[config.mk]
export PLATFORM = sky130hd
export DESIGN_NAME = dcache_miss_unit_flat
export DESIGN_NICKNAME = d
export VERILOG_FILES = /design/src/rtl/dcache_pkg.sv /design/src/rtl/dcache_miss_unit_if.sv /design/src/rtl/dcache_miss_unit_arbiter.sv /design/src/rtl/dcache_miss_unit.sv /design/src/flat_wrapper.sv
export SDC_FILE = /design/constraint.sdc
export NUM_CORES = 1
export LEC_CHECK = 0
export BUFFER_PORTS_ARGS = -buffer_cell sky130_fd_sc_hd__buf_2
export CAP_MARGIN = 10
export CELL_PAD_IN_SITES_DETAIL_PLACEMENT = 1
export CELL_PAD_IN_SITES_GLOBAL_PLACEMENT = 1
export CORE_AREA = 2 2 263 265
export DETAILED_ROUTE_END_ITERATION = 16
export DIE_AREA = 0 0 265 267
export GPL_ROUTABILITY_DRIVEN = 0
export PLACE_DENSITY_LB_ADDON = 0.1
export SLEW_MARGIN = 30
export SYNTH_ARGS = -nofsm -noshare
export SYNTH_HDL_FRONTEND = slang
export SYNTH_SLANG_ARGS = --single-unit
[constraint.sdc]
create_clock -name clk -period 4.6 [get_ports clk]
set_input_delay 0.92 -clock clk [delete_from_list [all_inputs] [get_ports clk]]
set_output_delay 0.92 -clock clk [all_outputs]
set_load 0.01 [all_outputs]
[src/rtl/dcache_pkg.sv]
// Shared types and helpers for the data-cache miss unit.
package dcache_pkg;
  localparam int LINE_BEATS = 8;
  localparam int BEAT_BITS  = 3;
  localparam int Y_BITS     = 3;
  localparam int LINE_OFF   = BEAT_BITS + Y_BITS;

  localparam logic [2:0] SZ_B = 3'b000;
  localparam logic [2:0] SZ_H = 3'b001;
  localparam logic [2:0] SZ_W = 3'b010;
  localparam logic [2:0] SZ_D = 3'b011;

  // slot: 0 = miss channel 1, 1 = miss channel 2
  typedef struct packed {
    logic        write;
    logic [2:0]  size;
    logic [63:0] addr;
    logic [63:0] data;
    logic        slot;
  } miss_req_t;

  function automatic logic [63:0] line_addr(input logic [63:0] a);
    return a & ~((64'd1 << LINE_OFF) - 64'd1);
  endfunction
endpackage

[src/rtl/dcache_miss_unit_if.sv]
// Memory-side (AXI bridge) request/response bundle of the miss unit.
interface dcache_miss_unit_if;
  logic        rd_req_valid;
  logic        rd_req_ready;
  logic [63:0] rd_req_addr;
  logic        rd_data_valid;
  logic [63:0] rd_data;
  logic        rd_data_last;
  logic        wr_req_valid;
  logic        wr_req_ready;
  logic [63:0] wr_req_addr;
  logic [2:0]  wr_req_size;
  logic [63:0] wr_req_data;
  logic        wr_resp_valid;

  modport master (
    output rd_req_valid, rd_req_addr, wr_req_valid, wr_req_addr, wr_req_size, wr_req_data,
    input  rd_req_ready, rd_data_valid, rd_data, rd_data_last, wr_req_ready, wr_resp_valid
  );
  modport slave (
    input  rd_req_valid, rd_req_addr, wr_req_valid, wr_req_addr, wr_req_size, wr_req_data,
    output rd_req_ready, rd_data_valid, rd_data, rd_data_last, wr_req_ready, wr_resp_valid
  );
endinterface

[src/rtl/dcache_miss_unit_arbiter.sv]
// Fixed-priority pick between the two miss slots plus same-line read merge detect.
module miss_arbiter import dcache_pkg::*; (
  input  miss_req_t req1,
  input  miss_req_t req2,
  input  logic      valid1,
  input  logic      valid2,
  input  logic      mask1,
  input  logic      mask2,
  output logic      cap_en,
  output miss_req_t cap_req,
  output logic      cap_merge
);
  logic v1, v2;

  // mask hides a slot whose done pulse is on the wire this cycle
  always_comb begin
    v1        = valid1 & ~mask1;
    v2        = valid2 & ~mask2;
    cap_en    = v1 | v2;
    cap_req   = v1 ? req1 : req2;
    cap_merge = v1 & v2 & ~req1.write & ~req2.write &
                (line_addr(req1.addr) == line_addr(req2.addr));
  end
endmodule

[src/rtl/dcache_miss_unit.sv]
// Data-cache miss unit: line refill bursts for read misses, single stores for write misses.
module dcache_miss_unit import dcache_pkg::*; (
  input  logic                 clk,
  input  logic                 reset,
  input  logic                 miss1_valid,
  input  logic                 miss1_write,
  input  logic [2:0]           miss1_size,
  input  logic [63:0]          miss1_addr,
  input  logic [63:0]          miss1_data,
  input  logic                 miss2_valid,
  input  logic                 miss2_write,
  input  logic [2:0]           miss2_size,
  input  logic [63:0]          miss2_addr,
  input  logic [63:0]          miss2_data,
  output logic                 miss1_done,
  output logic                 miss2_done,
  output logic                 fill_valid,
  output logic [63:0]          fill_addr,
  output logic [BEAT_BITS-1:0] fill_beat,
  output logic [63:0]          fill_data,
  output logic                 fill_last,
  output logic                 busy,
  output logic                 proto_err,
  dcache_miss_unit_if.master   mem
);
  localparam logic [2:0] S_IDLE    = 3'd0;
  localparam logic [2:0] S_RD_REQ  = 3'd1;
  localparam logic [2:0] S_RD_DATA = 3'd2;
  localparam logic [2:0] S_WR_REQ  = 3'd3;
  localparam logic [2:0] S_WR_RESP = 3'd4;
  localparam logic [2:0] S_DONE    = 3'd5;

  logic [2:0]           state_q, state_d;
  miss_req_t            req_q, req_d;
  logic                 merge_q, merge_d;
  logic [BEAT_BITS-1:0] cnt_q, cnt_d;
  logic                 perr_q, perr_d;

  miss_req_t req1, req2, cap_req;
  logic      cap_en, cap_merge, mask1, mask2, beat_last;

  always_comb begin
    req1      = '{miss1_write, miss1_size, miss1_addr, miss1_data, 1'b0};
    req2      = '{miss2_write, miss2_size, miss2_addr, miss2_data, 1'b1};
    mask1     = (state_q == S_DONE) && (!req_q.slot || merge_q);
    mask2     = (state_q == S_DONE) && ( req_q.slot || merge_q);
    beat_last = (cnt_q == BEAT_BITS'(LINE_BEATS - 1));
  end

  miss_arbiter u_arb (
    .req1(req1), .req2(req2), .valid1(miss1_valid), .valid2(miss2_valid),
    .mask1(mask1), .mask2(mask2),
    .cap_en(cap_en), .cap_req(cap_req), .cap_merge(cap_merge)
  );

  always_comb begin
    state_d = state_q;
    req_d   = req_q;
    merge_d = merge_q;
    cnt_d   = cnt_q;
    perr_d  = perr_q;
    case (state_q)
      // DONE re-arbitrates so a waiting slot starts without an idle bubble
      S_IDLE, S_DONE: begin
        state_d = S_IDLE;
        if (cap_en) begin
          req_d   = cap_req;
          merge_d = cap_merge;
          state_d = cap_req.write ? S_WR_REQ : S_RD_REQ;
        end
      end
      S_RD_REQ: if (mem.rd_req_ready) begin
        state_d = S_RD_DATA;
        cnt_d   = '0;
      end
      // the beat counter alone ends the burst; rd_data_last is only audited
      S_RD_DATA: if (mem.rd_data_valid) begin
        cnt_d = cnt_q + BEAT_BITS'(1);
        if (mem.rd_data_last != beat_last) perr_d = 1'b1;
        if (beat_last) state_d = S_DONE;
      end
      S_WR_REQ:  if (mem.wr_req_ready)  state_d = S_WR_RESP;
      S_WR_RESP: if (mem.wr_resp_valid) state_d = S_DONE;
      default:   state_d = S_IDLE;
    endcase
  end

  always_ff @(posedge clk) begin
    if (reset) begin
      state_q <= S_IDLE;
      req_q   <= '0;
      merge_q <= 1'b0;
      cnt_q   <= '0;
      perr_q  <= 1'b0;
    end else begin
      state_q <= state_d;
      req_q   <= req_d;
      merge_q <= merge_d;
      cnt_q   <= cnt_d;
      perr_q  <= perr_d;
    end
  end

  always_comb begin
    busy             = (state_q != S_IDLE);
    mem.rd_req_valid = (state_q == S_RD_REQ);
    mem.rd_req_addr  = line_addr(req_q.addr);
    fill_valid       = (state_q == S_RD_DATA) && mem.rd_data_valid;
    fill_addr        = line_addr(req_q.addr);
    fill_beat        = cnt_q;
    fill_data        = fill_valid ? mem.rd_data : '0;
    fill_last        = fill_valid && beat_last;
    mem.wr_req_valid = (state_q == S_WR_REQ);
    mem.wr_req_addr  = req_q.addr;
    mem.wr_req_size  = req_q.size;
    mem.wr_req_data  = req_q.data;
    miss1_done       = mask1;
    miss2_done       = mask2;
    proto_err        = perr_q;
  end
endmodule

[src/flat_wrapper.sv]
// flat-port wrapper written by rule: the top's interface ports become plain ports
module dcache_miss_unit_flat import dcache_pkg::*;
  (clk, reset, miss1_valid, miss1_write, miss1_size, miss1_addr, miss1_data, miss2_valid, miss2_write, miss2_size, miss2_addr, miss2_data, miss1_done, miss2_done, fill_valid, fill_addr, fill_beat, fill_data, fill_last, busy, proto_err, mem_rd_req_valid, mem_rd_req_addr, mem_wr_req_valid, mem_wr_req_addr, mem_wr_req_size, mem_wr_req_data, mem_rd_req_ready, mem_rd_data_valid, mem_rd_data, mem_rd_data_last, mem_wr_req_ready, mem_wr_resp_valid);
  dcache_miss_unit_if mem_i ();
  input  logic clk;
  input  logic reset;
  input  logic miss1_valid;
  input  logic miss1_write;
  input  logic [2:0] miss1_size;
  input  logic [63:0] miss1_addr;
  input  logic [63:0] miss1_data;
  input  logic miss2_valid;
  input  logic miss2_write;
  input  logic [2:0] miss2_size;
  input  logic [63:0] miss2_addr;
  input  logic [63:0] miss2_data;
  output logic miss1_done;
  output logic miss2_done;
  output logic fill_valid;
  output logic [63:0] fill_addr;
  output logic [BEAT_BITS-1:0] fill_beat;
  output logic [63:0] fill_data;
  output logic fill_last;
  output logic busy;
  output logic proto_err;
  output wire logic [$bits(mem_i.rd_req_valid)-1:0] mem_rd_req_valid;
  output wire logic [$bits(mem_i.rd_req_addr)-1:0] mem_rd_req_addr;
  output wire logic [$bits(mem_i.wr_req_valid)-1:0] mem_wr_req_valid;
  output wire logic [$bits(mem_i.wr_req_addr)-1:0] mem_wr_req_addr;
  output wire logic [$bits(mem_i.wr_req_size)-1:0] mem_wr_req_size;
  output wire logic [$bits(mem_i.wr_req_data)-1:0] mem_wr_req_data;
  input wire logic [$bits(mem_i.rd_req_ready)-1:0] mem_rd_req_ready;
  input wire logic [$bits(mem_i.rd_data_valid)-1:0] mem_rd_data_valid;
  input wire logic [$bits(mem_i.rd_data)-1:0] mem_rd_data;
  input wire logic [$bits(mem_i.rd_data_last)-1:0] mem_rd_data_last;
  input wire logic [$bits(mem_i.wr_req_ready)-1:0] mem_wr_req_ready;
  input wire logic [$bits(mem_i.wr_resp_valid)-1:0] mem_wr_resp_valid;
  assign mem_rd_req_valid = mem_i.rd_req_valid;
  assign mem_rd_req_addr = mem_i.rd_req_addr;
  assign mem_wr_req_valid = mem_i.wr_req_valid;
  assign mem_wr_req_addr = mem_i.wr_req_addr;
  assign mem_wr_req_size = mem_i.wr_req_size;
  assign mem_wr_req_data = mem_i.wr_req_data;
  assign mem_i.rd_req_ready = mem_rd_req_ready;
  assign mem_i.rd_data_valid = mem_rd_data_valid;
  assign mem_i.rd_data = mem_rd_data;
  assign mem_i.rd_data_last = mem_rd_data_last;
  assign mem_i.wr_req_ready = mem_wr_req_ready;
  assign mem_i.wr_resp_valid = mem_wr_resp_valid;
  dcache_miss_unit u_core (.clk(clk), .reset(reset), .miss1_valid(miss1_valid), .miss1_write(miss1_write), .miss1_size(miss1_size), .miss1_addr(miss1_addr), .miss1_data(miss1_data), .miss2_valid(miss2_valid), .miss2_write(miss2_write), .miss2_size(miss2_size), .miss2_addr(miss2_addr), .miss2_data(miss2_data), .miss1_done(miss1_done), .miss2_done(miss2_done), .fill_valid(fill_valid), .fill_addr(fill_addr), .fill_beat(fill_beat), .fill_data(fill_data), .fill_last(fill_last), .busy(busy), .proto_err(proto_err), .mem(mem_i));
endmodule
==> impl_metrics.ini <==
[die]
row_count = 96
start_util = 0.1473
ports = 671
die_x_um = 265
area_of_the_die_um2 = 70760
floorplan.die.height_um = 267
core-area_um2 = 67990

[clock_network]
tritoncts = done
clockBufferDepth = 2
ctsHoldBuffers = 0
clk_latency_ns = 0.47
postCtsSetupRepairBufs = 0
clk_pin_slew_worst_paths_ns = 0.07
cts-root-buf = clkbuf_16
h_tree_depth = 4
post_cts_resized = 0
clock_sink_count = 140
cts-buffers-inserted = 17

[route]
detail_route.first_pass.iterations = 4
drc = 0
postRouteAntennaNets = 0
wl_per_cell_um = 18.72
first_iter_violations = 209
detail_route.wirelength_um = 44010
post_drt_via_cell_ratio = 3.655
route.vias.total = 8593

[worst_hold_path]
hold_end = u_core.proto_err
min_path_type = flop to flop
timing.hold.worst_path_depth = 2
worstHoldStart = u_core.proto_err

[global_route]
number_of_global_route_vias_before_repair = 8932
grt_start_max_net_pins = 96
groute.usage.overall = 0.1207
grt_first_pass_wirelength_um = 61290
grt-ovfl-total = 0
antenna_violations_before_repair = 9

[yosys]
yosysWarnings = 0
yosys_most_used_dff = dfxtp_1
mapped_cells = 1083
synth.ff_latch_count = 140
post_synth.cell_area_avg_um2 = 9.246
synth_mux_area_frac = 0.1281
synth_xor_area_frac = 0.04023
synth_edf_count = 0
largest_family_of_logic_cells_by_synthesized_area = buffers and inverters
synthAdderAreaFrac = 0.002499
synthDistinctLibCells = 48
synth-compound-area-share = 0.1771
async_flop_share = 0
synth-seq-area-share = 0.2799
post_synth_instance_area_um2 = 10010
synthSimpleGateAreaFrac = 0.1266

[worst_setup_path]
rr_endpoint = u_core.mem.wr_req_data[12]
worst_setup_path_end_kind = output pin
crit_path_max_fanout = 43
worst_ep_arrival_time_ns = 2.38
cp_launch_type = flop
critical_path_buf_inv_count = 2
critical_path.reg2reg.startpoint = u_core.state_q[2]
reg2regPathDepth = 6
worst-r2r-setup-slack_ns = 2.05
cp_required_ns = 3.68
critical_path_cell_with_the_highest_stage_delay = dfxtp_1
path_cells = nand2_1 > nor2_4 > buf_16 > and2_1 > buf_2
setup.worst_path.class = flop to output pin
crit_path_max_incr_delay_ns = 0.68
critical-path-top-delay-family = simple AND/OR/NAND/NOR gates

[cells_and_area]
fraction_of_final_layout_cells_sized_beyond_drive_strength_1 = 0.5580
ff_latch_area_um2 = 2803
layout-area-overhead-vs-synth_pct = 28.14
layoutNonFillerInstCount = 2351
footprint_of_the_multi_input_gates_um2 = 4806
final_cell_mix = buf_2 (657), nor2_1 (147), dfxtp_1 (140)
nets = 1792
layout.cells.most_common = buf_2
nFillCells = 8159

[power_and_ir_drop]
power_switching_share = 0.4536
power.ir.vdd_worst_v = 0.0001996
power.static_leakage_nw = 6.327
power.share.combinational = 0.508
power.share.clock = 0.198
power_density_nw_per_um2 = 569.0
pwr-share-seq = 0.295
switchingPower_mw = 3.311
total_power_mw = 7.300
internal_power_mw = 3.989

[placement]
port_buffers = 658
placedCellCount = 2315
hpwlAfterDp_um = 35780

[sta]
timing.clock.skew_ns = 0.009809
worst_slew_margin_rel = 0.3044
finalSetupViolCount = 0
worstMarginPinSlew_ns = 1.034
fin_setup_tns_ns = 0
rsz0062_at_grt = false
hold_viol = 0
max_freq_mhz = 303.2
final_min_period_over_clock_period = 0.7170
final_max_slew_viol_count = 0
post-route-min-period_ns = 3.298

[run_status]
run_status = complete, no violations

[run]
maxCapViolCount = 0
[sequential cells by signal, summed over array words and instances, names as in the netlist]
signal,cells
u_core.fill_beat,3
u_core.mem.wr_req_addr,64
u_core.mem.wr_req_data,64
u_core.mem.wr_req_size,3
u_core.merge_q,1
u_core.proto_err,1
u_core.req_q,1
u_core.state_q,3
[layout make-up]
| cell class | instances | share of cell area |
|---|---|---|
| Antenna cell | 3 | 0.0005851 |
| Clock buffer | 17 | 0.03315 |
| Clock inverter | 15 | 0.01229 |
| Inverter | 11 | 0.003218 |
| Multi-Input combinational cell | 613 | 0.3745 |
| Sequential cell | 140 | 0.2184 |
| Tap cell | 882 | 0.08601 |
| Timing Repair Buffer | 670 | 0.2718 |
[cells in the mapped netlist, types with 2 or more instances]
cell type / n / area (um^2)
o31ai_1: 2 / 15.01
nand2_1: 5 / 18.77
inv_1: 11 / 41.29
clkbuf_1: 23 / 86.33
o22ai_1: 5 / 31.28
mux2i_1: 127 / 1271
a211oi_1: 21 / 157.7
nand4_1: 10 / 62.56
dfxtp_1: 140 / 2803
a2111o_1: 2 / 22.52
a221oi_1: 2 / 17.52
nor3_1: 3 / 15.01
a22oi_1: 3 / 22.52
and2_1: 65 / 406.6
xnor2_1: 37 / 324.1
a211oi_2: 110 / 1376
nor4_1: 6 / 37.54
buf_2: 12 / 60.06
buf_4: 277 / 2079
nor2b_1: 9 / 56.30
clkbuf_4: 6 / 45.04
xor2_1: 9 / 78.83
nor2_1: 148 / 555.5
nand3_1: 2 / 10.01
ha_1: 2 / 25.02
a21oi_1: 9 / 45.04
nand2b_1: 6 / 37.54
buf_6: 11 / 123.9
[cells by family after synthesis]
kind of cell | after synthesis
AO/OA/AOI/OAI | 163
flip-flops | 140
AND/OR/NAND/NOR | 262
other | 1
adder cells (fa/ha/maj) | 2
XOR/XNOR | 46
buffers and inverters | 341
multiplexers | 128
[layer usage]
metal / track usage / part of all wire / up-vias
li1: - / - / 4182
met1: 0.1327 / 0.39 / 4016
met2: 0.2210 / 0.53 / 351
met3: 0.03866 / 0.065 / 36
met4: 0.03451 / 0.015 / 8
met5: 0 / 0.0010 / -
[worst max-delay path by stage]
stage	startpoint	endpoint	slack, ns	cells after the start
6_report	u_core.state_q[1]	fill_data[56]	1.30	5
4_1_cts	u_core.state_q[1]	fill_data[55]	0.90	4
2_1_floorplan	mem_rd_data_valid	fill_data[44]	1.94	4
5_1_grt	u_core.state_q[1]	fill_data[33]	1.05	5
3_5_place_dp	mem_rd_data_valid	fill_data[56]	1.25	5
3_3_place_gp	mem_rd_data_valid	fill_data[63]	1.39	5
[through the flow]
step / util / setup slack (ns) / cell area [um^2] / hold slack, ns
3_5_place_dp: 0.1796 / 1.251 / 12210 / 0.4835
3_3_place_gp: 0.1796 / 1.395 / 12210 / 0.4738
5_1_grt: 0.1886 / 1.050 / 12820 / 0.5341
6_report: 0.1887 / 1.302 / 12830 / 0.4912
2_1_floorplan: - / 1.938 / 10050 / 0.4784
4_1_cts: 0.1882 / 0.9047 / 12800 / 0.5041
[power by group through the flow]
stage	sequential, mW	combinational, mW	clock (mW)
2_1_floorplan	2.00	3.56	0
3_3_place_gp	2.18	3.77	0
3_5_place_dp	2.21	3.81	0
4_1_cts	2.19	3.82	1.54
5_1_grt	2.25	4.08	1.58
6_report	2.15	3.71	1.44
[worst reg2reg max path, delay by kind of cell (launching register included)]
| family | cells | cell delay, ns |
|---|---|---|
| simple gates | 3 | 1.17 |
| buf+inv | 1 | 0.44 |
| flops | 1 | 0.43 |
| compound gates | 2 | 0.43 |
No activity file was read; power rests on OpenSTA's default activity.
